**src/rtl/compare_sequencer_if.sv**
```systemverilog
// Configuration, run-control and counter-compare signals of compare_sequencer.
// The master side programs the table and starts runs; the slave side is the sequencer.
interface compare_sequencer_if #(
    parameter int WIDTH = 20,
    parameter int DEPTH = 8,
    parameter int OUTW  = 4,
    parameter int AW    = $clog2(DEPTH)
);
    logic             cfg_we;
    logic [AW-1:0]    cfg_addr;
    logic [WIDTH-1:0] cfg_dur;
    logic [OUTW-1:0]  cfg_out;
    logic [7:0]       loops;
    logic             start;
    logic             stop;
    logic             cmp_match;
    logic [WIDTH-1:0] cmp_value;
    logic [AW-1:0]    phase;
    logic [OUTW-1:0]  phase_out;
    logic             busy;
    logic             done;

    modport master (
        output cfg_we, cfg_addr, cfg_dur, cfg_out, loops, start, stop, cmp_match,
        input  cmp_value, phase, phase_out, busy, done
    );

    modport slave (
        input  cfg_we, cfg_addr, cfg_dur, cfg_out, loops, start, stop, cmp_match,
        output cmp_value, phase, phase_out, busy, done
    );
endinterface

```
**src/rtl/compare_sequencer.sv**
```systemverilog
// Phase-table sequencer that steps a counter_compare timebase through programmed
// durations and output patterns, once, N times, or forever.
module compare_sequencer #(
    parameter int WIDTH = 20,
    parameter int DEPTH = 8,
    parameter int OUTW  = 4,
    parameter int AW    = $clog2(DEPTH)
) (
    input logic              clk,
    input logic              rst,
    compare_sequencer_if.slave bus
);

    typedef enum logic [1:0] {
        IDLE   = 2'd0,
        SETTLE = 2'd1,
        RUN    = 2'd2
    } state_t;

    state_t           state, state_n;
    logic [WIDTH-1:0] cmp_value_r, cmp_n;
    logic [AW-1:0]    phase_r, phase_n;
    logic [OUTW-1:0]  phase_out_r, out_n;
    logic [7:0]       loop_cnt, loop_n;
    logic             done_r, done_n;

    logic [WIDTH-1:0] dur_tab [DEPTH];
    logic [OUTW-1:0]  out_tab [DEPTH];

    logic [AW-1:0]    nxt_idx;
    logic             pass_end;

    // Index wraps naturally at DEPTH because DEPTH is a power of two.
    assign nxt_idx  = phase_r + AW'(1);
    assign pass_end = (nxt_idx == '0) || (dur_tab[nxt_idx] == '0);

    always_ff @(posedge clk) begin
        if (bus.cfg_we && state == IDLE) begin
            dur_tab[bus.cfg_addr] <= bus.cfg_dur;
            out_tab[bus.cfg_addr] <= bus.cfg_out;
        end
    end

    always_comb begin
        state_n  = state;
        cmp_n    = cmp_value_r;
        phase_n  = phase_r;
        out_n    = phase_out_r;
        loop_n   = loop_cnt;
        done_n   = 1'b0;
        case (state)
            IDLE: begin
                if (bus.start) begin
                    if (dur_tab[0] == '0) begin
                        done_n = 1'b1;
                    end else begin
                        phase_n = '0;
                        cmp_n   = dur_tab[0];
                        out_n   = out_tab[0];
                        loop_n  = bus.loops;
                        state_n = SETTLE;
                    end
                end
            end
            // A match seen here may be stale from before the compare change.
            SETTLE: begin
                if (bus.stop) begin
                    state_n = IDLE;
                    cmp_n   = '0;
                    phase_n = '0;
                    out_n   = '0;
                end else begin
                    state_n = RUN;
                end
            end
            RUN: begin
                if (bus.stop) begin
                    state_n = IDLE;
                    cmp_n   = '0;
                    phase_n = '0;
                    out_n   = '0;
                end else if (bus.cmp_match) begin
                    if (pass_end) begin
                        if (loop_cnt == 8'd1) begin
                            state_n = IDLE;
                            cmp_n   = '0;
                            phase_n = '0;
                            out_n   = '0;
                            done_n  = 1'b1;
                        end else begin
                            // loop_cnt of zero means run forever, so it is never decremented.
                            if (loop_cnt > 8'd1) loop_n = loop_cnt - 8'd1;
                            phase_n = '0;
                            cmp_n   = dur_tab[0];
                            out_n   = out_tab[0];
                            state_n = SETTLE;
                        end
                    end else begin
                        phase_n = nxt_idx;
                        cmp_n   = dur_tab[nxt_idx];
                        out_n   = out_tab[nxt_idx];
                        state_n = SETTLE;
                    end
                end
            end
            default: begin
                state_n = IDLE;
                cmp_n   = '0;
                phase_n = '0;
                out_n   = '0;
            end
        endcase
    end

    always_ff @(posedge clk) begin
        if (rst) begin
            state       <= IDLE;
            cmp_value_r <= '0;
            phase_r     <= '0;
            phase_out_r <= '0;
            loop_cnt    <= '0;
            done_r      <= 1'b0;
        end else begin
            state       <= state_n;
            cmp_value_r <= cmp_n;
            phase_r     <= phase_n;
            phase_out_r <= out_n;
            loop_cnt    <= loop_n;
            done_r      <= done_n;
        end
    end

    assign bus.cmp_value = cmp_value_r;
    assign bus.phase     = phase_r;
    assign bus.phase_out = phase_out_r;
    assign bus.busy      = (state != IDLE);
    assign bus.done      = done_r;

endmodule

```
**src/flat_wrapper.sv**
```systemverilog
// flat-port wrapper written by rule: the top's interface ports become plain ports
module compare_sequencer_flat 
#(
    parameter int WIDTH = 20,
    parameter int DEPTH = 8,
    parameter int OUTW  = 4,
    parameter int AW    = $clog2(DEPTH)
)
  (clk, rst, bus_cfg_we, bus_cfg_addr, bus_cfg_dur, bus_cfg_out, bus_loops, bus_start, bus_stop, bus_cmp_match, bus_cmp_value, bus_phase, bus_phase_out, bus_busy, bus_done);
  compare_sequencer_if #(.WIDTH(WIDTH), .DEPTH(DEPTH), .OUTW(OUTW), .AW(AW)) bus_i ();
  input logic clk;
  input logic rst;
  input wire logic [$bits(bus_i.cfg_we)-1:0] bus_cfg_we;
  input wire logic [$bits(bus_i.cfg_addr)-1:0] bus_cfg_addr;
  input wire logic [$bits(bus_i.cfg_dur)-1:0] bus_cfg_dur;
  input wire logic [$bits(bus_i.cfg_out)-1:0] bus_cfg_out;
  input wire logic [$bits(bus_i.loops)-1:0] bus_loops;
  input wire logic [$bits(bus_i.start)-1:0] bus_start;
  input wire logic [$bits(bus_i.stop)-1:0] bus_stop;
  input wire logic [$bits(bus_i.cmp_match)-1:0] bus_cmp_match;
  output wire logic [$bits(bus_i.cmp_value)-1:0] bus_cmp_value;
  output wire logic [$bits(bus_i.phase)-1:0] bus_phase;
  output wire logic [$bits(bus_i.phase_out)-1:0] bus_phase_out;
  output wire logic [$bits(bus_i.busy)-1:0] bus_busy;
  output wire logic [$bits(bus_i.done)-1:0] bus_done;
  assign bus_i.cfg_we = bus_cfg_we;
  assign bus_i.cfg_addr = bus_cfg_addr;
  assign bus_i.cfg_dur = bus_cfg_dur;
  assign bus_i.cfg_out = bus_cfg_out;
  assign bus_i.loops = bus_loops;
  assign bus_i.start = bus_start;
  assign bus_i.stop = bus_stop;
  assign bus_i.cmp_match = bus_cmp_match;
  assign bus_cmp_value = bus_i.cmp_value;
  assign bus_phase = bus_i.phase;
  assign bus_phase_out = bus_i.phase_out;
  assign bus_busy = bus_i.busy;
  assign bus_done = bus_i.done;
  compare_sequencer #(.WIDTH(WIDTH), .DEPTH(DEPTH), .OUTW(OUTW), .AW(AW)) u_core (.clk(clk), .rst(rst), .bus(bus_i));
endmodule
```
**config.mk**
```make
export PLATFORM = sky130hd
export DESIGN_NAME = compare_sequencer_flat
export DESIGN_NICKNAME = d
export VERILOG_FILES = /design/src/rtl/compare_sequencer_if.sv /design/src/rtl/compare_sequencer.sv /design/src/flat_wrapper.sv
export SDC_FILE = /design/constraint.sdc
export NUM_CORES = 1
export LEC_CHECK = 0
export CAP_MARGIN = 25
export CORE_MARGIN = 2
export CORE_UTILIZATION = 60
export CTS_BUF_LIST = sky130_fd_sc_hd__clkbuf_4 sky130_fd_sc_hd__clkbuf_8
export DETAILED_ROUTE_END_ITERATION = 10
export GPL_TIMING_DRIVEN = 0
export PLACE_DENSITY = 0.81
export SYNTH_ARGS = -nofsm -noshare
export SYNTH_HDL_FRONTEND = slang
export SYNTH_SLANG_ARGS = --single-unit
```
**constraint.sdc**
```tcl
create_clock -name clk -period 3.8 [get_ports clk]
set_input_delay 0.57 -clock clk [delete_from_list [all_inputs] [get_ports clk]]
set_output_delay 0.57 -clock clk [all_outputs]
set_load 0.05 [all_outputs]
```
---- After elaboration in Yosys (flattened, before gate mapping) ----
Memories as Yosys holds them, arrays and structs flattened.
Cells that the tools add are included.
operators by class
  equal/unequal tests ..................... 12
  reduce and logical (&&, ||, !) cells .... 11
  $add $sub $neg .......................... 2
  multiplexer cells ....................... 48
  $lt $le $gt $ge ......................... 1
operators with widths
  operator             count
  $mux 20              7
  $pmux 20 s3          1
  $mux 8               7
  $logic_not 20->1     2
  $mux 4               7
  $mux 3               6
  $pmux 8 s2           1
  $ne 2x2->1 const B   6
  $pmux 4 s3           1
  $mux 1               10
  $mux 2               5
  $pmux 3 s3           1
  $eq 8x1->1 const B   1
  $gt 8x1->1 const B   1
  $reduce_and 8->1     1
  $sub 8x1->8 const B  1
  $pmux 2 s3           1
  $ne 2x1->1 const B   2
  $reduce_and 4->1     1
  $reduce_bool 2->1    2
  $add 3x1->3 const B  1
  $logic_not 3->1      1
  $ne 3x3->1 const B   1
  $reduce_and 3->1     1
  6 further kinds      6
storage, ports and cells
  input port bits ......................... 41
  output and inout port bits .............. 29
  bits in writable memories ............... 192
  memories ................................ 2
  bits in registers ....................... 38
  word-level logic and storage cells ...... 82
memory list
  name            words  bits a word  read ports  clocked after Yosys merged registers in  write ports  line                     source
  u_core.dur_tab  8      20           2           0                                        1            compare_sequencer.sv:27  logic [WIDTH-1:0] dur_tab [DEPTH];
  u_core.out_tab  8      4            2           0                                        1            compare_sequencer.sv:28  logic [OUTW-1:0] out_tab [DEPTH];

---- Depth between registers and ports, before layout ----
Gate-level depths: netlist (run 1).
An unclocked memory read counts as a cell.
  depth after elaboration ................. 8
  gate-level depth with buffers ........... 13
  gate-level depth less buffers ........... 9

---- Worst setup path before layout (run 1) ----
Ideal clock, no wire load.
  kind .................................... reg2reg
  from .................................... register u_core.phase_r[0], in the netlist u_core.bus.phase[0]
  to ...................................... register u_core.loop_cnt[0]
  data required time ...................... 3.726 ns
  cell stages (with the launch flop) ...... 12
  buffers on the path ..................... 2
  clock period less this slack ............ 3.385 ns
  setup time .............................. 0.074 ns
  data arrival time ....................... 3.310 ns
  slack ................................... 0.415 ns
  path through ............................ dfxtp_1 -> ha_1 -> ha_1 -> buf_2 -> clkbuf_1 -> mux4_2 -> mux2_2 -> nor4_1 -> and4_1 -> a21oi_2 -> or4_1 -> a31oi_1
between the ends
  longest elaborated chain between the ends .. 6
  elaborated cells between the ends (all ways) .. 7
  classes of those cells .................. 1 x add/sub; 1 x eq/ne; 4 x reduce/logical; 1 x memory
ends and longest elaborated chain
  item                          line                      source
  start, declared               compare_sequencer.sv:22   logic [AW-1:0] phase_r, phase_n;
  start signal, assigned        compare_sequencer.sv:126  phase_r <= phase_n;
  $add 3x1->3 *                 compare_sequencer.sv:34   assign nxt_idx = phase_r + AW'(1);
  $mem_v2 8x20                  --
  $logic_not 20->1              compare_sequencer.sv:35   assign pass_end = (nxt_idx == '0) || (dur_tab[nxt_idx] == '0);
  $logic_or 1x1->1 *            compare_sequencer.sv:35
  $ne 2x1->1 (no line) *        --
  $reduce_and 8->1 (no line) *  --
  end signal, assigned          compare_sequencer.sv:128  loop_cnt <= loop_n;
  end, declared                 compare_sequencer.sv:24   logic [7:0] loop_cnt, loop_n;
Mark *: on every way between the ends. The rest lies on a longest branch, timed or not.
A chain may end at the register's enable or synchronous reset.

---- Final worst setup path (run 1) ----
  from .................................... register u_core.phase_r[0], in the netlist u_core.bus.phase[0]
  to ...................................... register u_core.loop_cnt[7]
The elaborated chain is that of the path after synthesis.

==> results.ini, run 1 <==
[sta]
worstMarginPinSlew_ps = 975
final_max_slew_viol_count = 0
post-route-period-util = 0.967
hold_ws_ps = 498
hold_viol_final = 0
max_freq_mhz = 272
fin_skew_ps = 30.8
slew_headroom = 0.349
setup_ws_ps = 125
setup_viol = 0
min_period_ps = 3670

[power_and_ir_drop]
leakage_uw = 0.00358
p_per_area_mw_per_mm2 = 497
ir_worst_vdd_uv = 335

[floorplanning]
dieArea_sq_mm = 0.0167
die_y_um = 129
die_w_um = 129
core-area_sq_mm = 0.0153
io_pins = 70
initial_utilization = 0.615
row_count = 45

[logic_synthesis]
synth_mux_area_frac = 0.150
ys_seq_area_frac = 0.695
synthFlopType = edfxtp_1
yosysUniqueCellTypes = 47
syn_area_sq_mm = 0.00939
synth_area_per_cell_sq_um = 16.5
synthAdderAreaFrac = 0.00533
synthSimpleGateAreaFrac = 0.0802
synthXorXnorAreaFrac = 0
synth-edff-count = 192
synth_top_area_frac = 0.614
yosys_register_bits = 230
synth_top_cell_by_area = edfxtp_1
syn_inst = 569
synth_compound_area_frac = 0.0521
ys_async_sr_fraction = 0
syn-num-nets = 614
synthTopCellsByArea = edfxtp_1 61%, mux4_2 11%, dfxtp_1 8.1%
synth_top_family_by_area = multiplexers
yosys_warnings = 0

[global_route]
grt_overflow = 0
grt_usage = 0.275
antenna_found_initial = 0
grt_pass1_wl_um = 33300
grt_pass1_vias = 5999
grt_max_degree = 25

[clocking]
cts.path.max_buffers = 3
holdBufCountCts = 0
numClockSinks = 230
cts_inserted_buffers = 35
clkTransAtPathRegs_ps = 70
cts-root-buf = clkbuf_8
worst_skew_pair.late_latency_ps = 530
tritoncts = yes
htreeDepth = 2

[placement]
dpl.hpwl_um = 15300
numPortBuffers = 68
place_ws_ps = -193
gp_congestion = 0.942

[drt]
wl_per_cell_um = 23.9
routed_wl_um = 22200
drt_pass1_iterations = 5
drcViolationCount = 0
ant_nets = 0
vias_per_cell = 6.53
vias = 6051
drt_iter0_drc = 765

[flow_run]
maxCapViolCount = 0

[worst_setup_path]
crit_fanout = 10
max_stage_delay_ps = 530
cp_slowest_cell = mux4_2
critPathKind = reg2reg
end_kind = flip-flop
crit_required_ps = 4210
crit_buf_inv = 3
crit_chain = ha_1, buf_6, buf_4, mux4_2, mux2_2, nor4_1, and4_2, a21oi_2, clkbuf_2, nor4_1, o2bb2ai_1
critPathArrivalTime_ps = 4090
startpoint_type = flip-flop
cp_top_family = simple AND/OR/NAND/NOR gates
cp_common_cell = nor4_1

[finish]
mostFrequentLayoutCells = 192 x edfxtp_1, 68 x clkdlybuf4s50_1, 46 x mux4_2
area_delta_synth_final_pct = 20.1
diodes = 0
drive_gt1_frac = 0.223
final_common_cell = edfxtp_1
nets = 735

[hold_path]
hold_path.class = reg2reg

[status]
status = completed

[what timing repair did]
action                                  CTS  global route
pin swaps                                 0             1
setup buffers                             0             0
gates resized for setup                   2            14
endpoints found under the setup margin   31            31
gates cloned                              0             0
[cells by family (layout without fill, tap and decap cells)]
group           Yosys count  count (layout)
flops                   230             230
simple gates            149             149
mux                      81              81
compound gates           67              67
buf+inv                  38             185
fa+ha+maj                 4               4
[stage by stage]
stage | std cells | power (uW) | cell area, sq um | utilization | TNS, ps
floorplan | 569 | 3370 | 9390 | - | 0
global placement | 848 | 3620 | 10300 | 0.677 | -181030
detailed placement | 864 | 3660 | 10600 | 0.692 | -3320
CTS | 927 | 5610 | 11300 | 0.738 | 0
global route | 927 | 5770 | 11300 | 0.739 | -691
finish | 927 | 5600 | 11300 | 0.739 | 0
[per-layer routing]
metal,share of wire,vias up,track usage
met3,0.11,83,0.0595
met4,0.044,0,0.137
met2,0.47,466,0.425
met1,0.38,2931,0.378
met5,0,-,0
li1,-,2571,-
[worst paths after layout]
| kind | end | slack [ps] | start | depth (start not counted) |
|---|---|---|---|---|
| worst max register to register | u_core.loop_cnt[7]$_SDFFE_PP0P_ | 130 | u_core.bus.phase[0]$_SDFFE_PP0P_ | 11 |
| worst min register to register | u_core.bus.cmp_value[9]$_SDFFE_PP0P_ | 500 | u_core.bus.cmp_value[9]$_SDFFE_PP0P_ | 2 |
| worst min-delay path | u_core.bus.cmp_value[9]$_SDFFE_PP0P_ | 500 | u_core.bus.cmp_value[9]$_SDFFE_PP0P_ | 2 |
| worst max-delay path | u_core.loop_cnt[7]$_SDFFE_PP0P_ | 130 | u_core.bus.phase[0]$_SDFFE_PP0P_ | 11 |
[tightest hold or removal path, stage by stage, from the launching register on]
cell     delay (ps)
dfxtp_1         310
nor2_1          100
nor3_1           50
[where the power goes]
part,internal (uW),leakage [uW],switching (uW),total (uW)
sequential,2830,0.00205,64.8,2900
combinational,257,0.00116,472,730
clock,1090,0.000374,887,1980
total,4180,0.00358,1420,5600
[cell usage after synthesis, drive strengths merged, types with 13 or more instances]
cell type,n
nor4,19
a221oi,19
nor2,44
mux2,16
dfxtp,38
nor3,38
clkbuf,19
mux4,46
buf,14
mux2i,19
nand2,15
a21oi,13
edfxtp,192
[layout make-up]
type | count | area, sq um
Clock inverter | 12 | 51.3
Buffer | 33 | 169
Timing Repair Buffer | 84 | 857
Tap cell | 211 | 264
Sequential cell | 230 | 6530
Fill cell | 919 | 3980
Clock buffer | 51 | 646
Inverter | 5 | 18.8
Multi-Input combinational cell | 301 | 2750
[sequential cells by signal (all words and copies together) (netlist names)]
| name | flops |
|---|---|
| u_core.state | 2 |
| u_core.bus.phase_out | 4 |
| u_core.dur_tab | 160 |
| u_core.bus.cmp_value | 20 |
| u_core.bus.phase | 3 |
| u_core.out_tab | 32 |
| u_core.bus.done | 1 |
| u_core.loop_cnt | 8 |
Power figures use the tool's default switching activity.
==> run 2, diff against run 1 <==
==> constraint.sdc (replaced) <==
create_clock -name clk -period 4.55 [get_ports clk]
set_input_delay 0.6825 -clock clk [delete_from_list [all_inputs] [get_ports clk]]
set_output_delay 0.6825 -clock clk [all_outputs]
set_load 0.05 [all_outputs]
==> run 2 against run 1 <==
Net effect: combinational power down 17%; sequential cell count unchanged; hold slack worse by 3.6 ps; non-clock buffer count unchanged; via count down 1.6%; maximum frequency down 9.8%; sequential share of layout area up 0.14 points; die area unchanged; utilization down 0.17 points; global-route usage unchanged; largest cell class unchanged; largest power group unchanged.
==> results.ini, run 2 (synthesized netlist as in run 1, its figures left out) <==
[finish]
diodes = 0
mostFrequentLayoutCells = 192 x edfxtp_1, 68 x clkdlybuf4s50_1, 46 x mux4_2
fillCellCount = 927
multi_input_area_sq_mm = 0.00274
design_area_sq_mm = 0.0113
final_common_cell = edfxtp_1
top_register = u_core.dur_tab
final_util = 0.737
drive_gt1_frac = 0.218
area_delta_synth_final_pct = 19.8
largest_reg_flops = 160
nets = 735
fin_cells = 927
regArea_sq_mm = 0.00653

[worst_setup_path]
critPathKind = reg2reg
crit_buf_inv = 3
startpoint_type = flip-flop
worst-path-stages = 12
crit_fanout = 10
crit_chain = ha_1, ha_1, buf_2, clkbuf_1, mux4_2, mux2_2, nor4_1, and4_1, a21oi_2, clkbuf_1, nor4_1, o2bb2ai_1
crit_required_ps = 4960
max_stage_delay_ps = 620
cp_top_family = buffers and inverters
critPathLaunch = u_core.bus.phase[0]$_SDFFE_PP0P_
critPathArrivalTime_ps = 4490
r2r_cells = 12
cp_slowest_cell = clkbuf_1
end_kind = flip-flop
reg2reg_from = u_core.bus.phase[0]$_SDFFE_PP0P_

[floorplanning]
io_pins = 70
dieArea_sq_mm = 0.0167
core-area_sq_mm = 0.0153
initial_utilization = 0.615
die_y_um = 129
die_w_um = 129
row_count = 45

[clocking]
postCtsSetupRepairBufs = 0
holdBufCountCts = 0
cts_inserted_buffers = 35
post_cts_resized = 0
worst_skew_pair.late_latency_ps = 530
cts.path.max_buffers = 3
clkTransAtPathRegs_ps = 70
cts-root-buf = clkbuf_8
tritoncts = yes
htreeDepth = 2
numClockSinks = 230

[drt]
wl_per_cell_um = 23.7
drt_pass1_iterations = 6
vias = 5955
drcViolationCount = 0
ant_nets = 0
vias_per_cell = 6.42
routed_wl_um = 22000
drt_iter0_drc = 706

[global_route]
grt_overflow = 0
grt_usage = 0.275
grt_pass1_vias = 5999
antenna_found_initial = 0
grt_max_degree = 25
grt_pass1_wl_um = 33300

[placement]
numPortBuffers = 68
place_ws_ps = 557
dpl.hpwl_um = 15300
placed_area_sq_mm = 0.0106
dp_cells = 864
gp_congestion = 0.942

[power_and_ir_drop]
ir_worst_vdd_uv = 278
p_per_area_mw_per_mm2 = 416
leakage_uw = 0.00358

[sta]
hold_viol_final = 0
final_max_slew_viol_count = 0
max_freq_mhz = 245
setup_viol = 0
fin_skew_ps = 29.9
worstMarginPinSlew_ps = 976
post-route-period-util = 0.896
grt_setup_unrepaired = false
hold_ws_ps = 495
setup_ws_ps = 475
slew_headroom = 0.348
min_period_ps = 4070

[hold_path]
holdPathStages = 2
hp-start = u_core.bus.cmp_value[9]$_SDFFE_PP0P_
hold_path.class = reg2reg

[flow_run]
maxCapViolCount = 0

[status]
status = completed

## run 2: cell types whose count changed in the layout (fill, tap and decap cells not counted)
cell	before	now
clkbuf_4	15	9
buf_2	2	7
clkbuf_1	16	19
clkbuf_2	1	0
and4_1	0	1
and4_2	1	0
buf_6	16	15
## run 2: worst paths after layout
path	slack (ps)	endpoint
setup / recovery	480	u_core.loop_cnt[7]$_SDFFE_PP0P_
hold / removal	490	u_core.bus.cmp_value[9]$_SDFFE_PP0P_
setup reg to reg	480	u_core.loop_cnt[7]$_SDFFE_PP0P_
hold reg to reg	490	u_core.bus.cmp_value[9]$_SDFFE_PP0P_
## run 2: metal layers
layer	up-vias	GRT usage	wire length [um]
met5	-	0	0
met1	2882	0.378	8570
met3	71	0.0595	2210
li1	2574	-	-
met2	428	0.425	10400
met4	0	0.137	812
## run 2: per-stage QoR
| step | total power (uW) | setup TNS (ps) |
|---|---|---|
| final | 4670 | 0 |
| after global routing | 4820 | 0 |
| after CTS | 4690 | 0 |
| after detailed placement | 3050 | 0 |
| after global placement | 3020 | -87760 |
| after floorplan | 2810 | 0 |
## run 2: area by class of cell
cell class              count  share of cell area
plain buffers              33              0.0128
clock buffers              51              0.0574
clock inverters            12             0.00456
inverters                   5             0.00167
multi-input cells         301               0.244
flip-flops and latches    230               0.580
well taps                 211              0.0235
repair buffers             84              0.0762
## run 2: worst register-to-register path, stage by stage, from the launching register on
cell	delay [ps]
dfxtp_1	370
ha_1	240
ha_1	280
buf_2	200
clkbuf_1	620
mux4_2	430
mux2_2	290
nor4_1	300
and4_1	350
a21oi_2	140
clkbuf_1	280
nor4_1	340
o2bb2ai_1	100
## run 2: power by group
group          switching (uW)  total, uW  internal [uW]
sequential               53.4       2420           2370
combinational             393        607            214
clock                     737       1650            912
==> run 3, diff against run 2 <==
--- a/config.mk
+++ b/config.mk
@@ -10,7 +10,6 @@
 export CORE_UTILIZATION = 60
 export CTS_BUF_LIST = sky130_fd_sc_hd__clkbuf_4 sky130_fd_sc_hd__clkbuf_8
 export DETAILED_ROUTE_END_ITERATION = 10
-export GPL_TIMING_DRIVEN = 0
 export PLACE_DENSITY = 0.81
 export SYNTH_ARGS = -nofsm -noshare
 export SYNTH_HDL_FRONTEND = slang
==> run 3 against run 2 <==
Net effect: hold slack better by 1.6 ps; largest cell class unchanged; sequential power about the same; highest routed layer unchanged; utilization down 0.68 points; maximum frequency down 2.5%.
==> results.ini, run 3 (synthesized netlist as in run 1, its figures left out) <==
[finish]
area_delta_synth_final_pct = 18.7
mostFrequentLayoutCells = 192 x edfxtp_1, 69 x clkdlybuf4s50_1, 46 x mux4_2
top_register = u_core.dur_tab
largest_reg_flops = 160
drive_gt1_frac = 0.233
nets = 706
fillCellCount = 917
final_common_cell = edfxtp_1
final_util = 0.731
diodes = 0

[sta]
fin_skew_ps = 14.4
worstMarginPinSlew_ps = 968
post-route-period-util = 0.918
slew_headroom = 0.353
fin_setup_tns_ps = 0
setup_viol = 0
hold_viol_final = 0
max_freq_mhz = 239
grt_setup_unrepaired = false
min_period_ps = 4180
final_max_slew_viol_count = 0

[floorplanning]
die_w_um = 129
row_count = 45
io_pins = 70
initial_utilization = 0.615
dieArea_sq_mm = 0.0167
core-area_sq_mm = 0.0153
die_y_um = 129

[worst_setup_path]
crit_required_ps = 4980
end_kind = flip-flop
critPathKind = reg2reg
crit_fanout = 24
startpoint_type = flip-flop
cp_top_family = simple AND/OR/NAND/NOR gates
crit_buf_inv = 1
critPathArrivalTime_ps = 4610
crit_chain = ha_2, buf_12, mux4_2, mux2_2, nor4_1, and4_1, a31o_2, a221oi_1, nor3_1
reg2reg_slack_ps = 370
max_stage_delay_ps = 810
cp_slowest_cell = ha_2

[drt]
ant_nets = 0
vias_per_cell = 6.40
routed_wl_um = 21700
drt_pass1_iterations = 5
drt_iter0_drc = 486
drcViolationCount = 0
vias = 5753
wl_per_cell_um = 24.1

[power_and_ir_drop]
p_per_area_mw_per_mm2 = 424
ir_worst_vdd_uv = 258
leakage_uw = 0.00352

[hold_path]
hold_path.class = reg2reg

[clocking]
tritoncts = yes
cts-root-buf = clkbuf_8
numClockSinks = 230
cts_inserted_buffers = 37
post_cts_resized = 0
holdBufCountCts = 0
worst_skew_pair.late_latency_ps = 530
clkTransAtPathRegs_ps = 60
htreeDepth = 2
cts.path.max_buffers = 3
postCtsSetupRepairBufs = 0

[global_route]
antenna_found_initial = 1
grt_pass1_vias = 5903
grt_pass1_wl_um = 32700
grt_overflow = 0
grt_usage = 0.268
grt_max_degree = 40

[placement]
dpl.hpwl_um = 13400
gp_congestion = 0.900
numPortBuffers = 69

[flow_run]
maxCapViolCount = 0

[status]
status = completed

run 3: cell types whose count changed in the layout (fill, tap and decap cells not counted), moves of 2 or more:
cell	change
nor3_1	-2
clkinv_2	+3
buf_12	+2
nor3_2	+2
clkbuf_4	+3
clkinv_1	-5
buf_6	-15
buf_1	-4
ha_1	-2
ha_2	+2
buf_2	-7
buf_4	+10
clkbuf_1	-19
run 3: power breakdown:
group | switching, uW | internal, uW | total, uW
Combinational | 376 | 205 | 581
Clock | 779 | 947 | 1730
Sequential | 54.4 | 2370 | 2420
run 3: per-stage QoR:
| step | setup WS, ps | area [sq um] | hold slack [ps] | cells | power (uW) |
|---|---|---|---|---|---|
| after floorplan | 1170 | 9390 | 470 | 569 | 2810 |
| final | 372 | 11100 | 496 | 899 | 4730 |
| after CTS | 345 | 11100 | 499 | 897 | 4730 |
| after detailed placement | 393 | 10400 | 491 | 831 | 3030 |
| after global placement | 622 | 10400 | 459 | 831 | 3010 |
| after global routing | 165 | 11100 | 523 | 899 | 4870 |
run 3: per-layer routing:
layer | track usage | up-vias | share of wire
li1 | - | 2503 | -
met5 | 0 | - | 0
met3 | 0.0677 | 65 | 0.087
met4 | 0.113 | 0 | 0.037
met1 | 0.356 | 2847 | 0.40
met2 | 0.429 | 338 | 0.48
run 3: layout make-up:
type,count,area (sq um),area share
flip-flops and latches,230,6530,0.586
multi-input cells,301,2750,0.247
repair buffers,86,851,0.0763
clock buffers,54,668,0.0599
well taps,211,264,0.0237
clock inverters,12,63.8,0.00572
inverters,5,18.8,0.00168
run 3: worst register-to-register path, delay by kind of cell, from the launching register on:
family                     cells  cell delay [ps]
and+or+nand+nor                3             1080
muxes                          2              820
adders and majority gates      1              810
AOI/OAI and AO/OA              2              770
DFF                            1              330
buffers and inverters          1              280
run 3: final timing paths:
path	from	end	depth (start not counted)
worst max-delay path	u_core.bus.phase[1]$_SDFFE_PP0P_	u_core.bus.cmp_value[11]$_SDFFE_PP0P_	9
worst min-delay path	u_core.bus.cmp_value[15]$_SDFFE_PP0P_	u_core.bus.cmp_value[15]$_SDFFE_PP0P_	2
worst max register to register	u_core.bus.phase[1]$_SDFFE_PP0P_	u_core.bus.cmp_value[11]$_SDFFE_PP0P_	9
worst min register to register	u_core.bus.cmp_value[15]$_SDFFE_PP0P_	u_core.bus.cmp_value[15]$_SDFFE_PP0P_	2
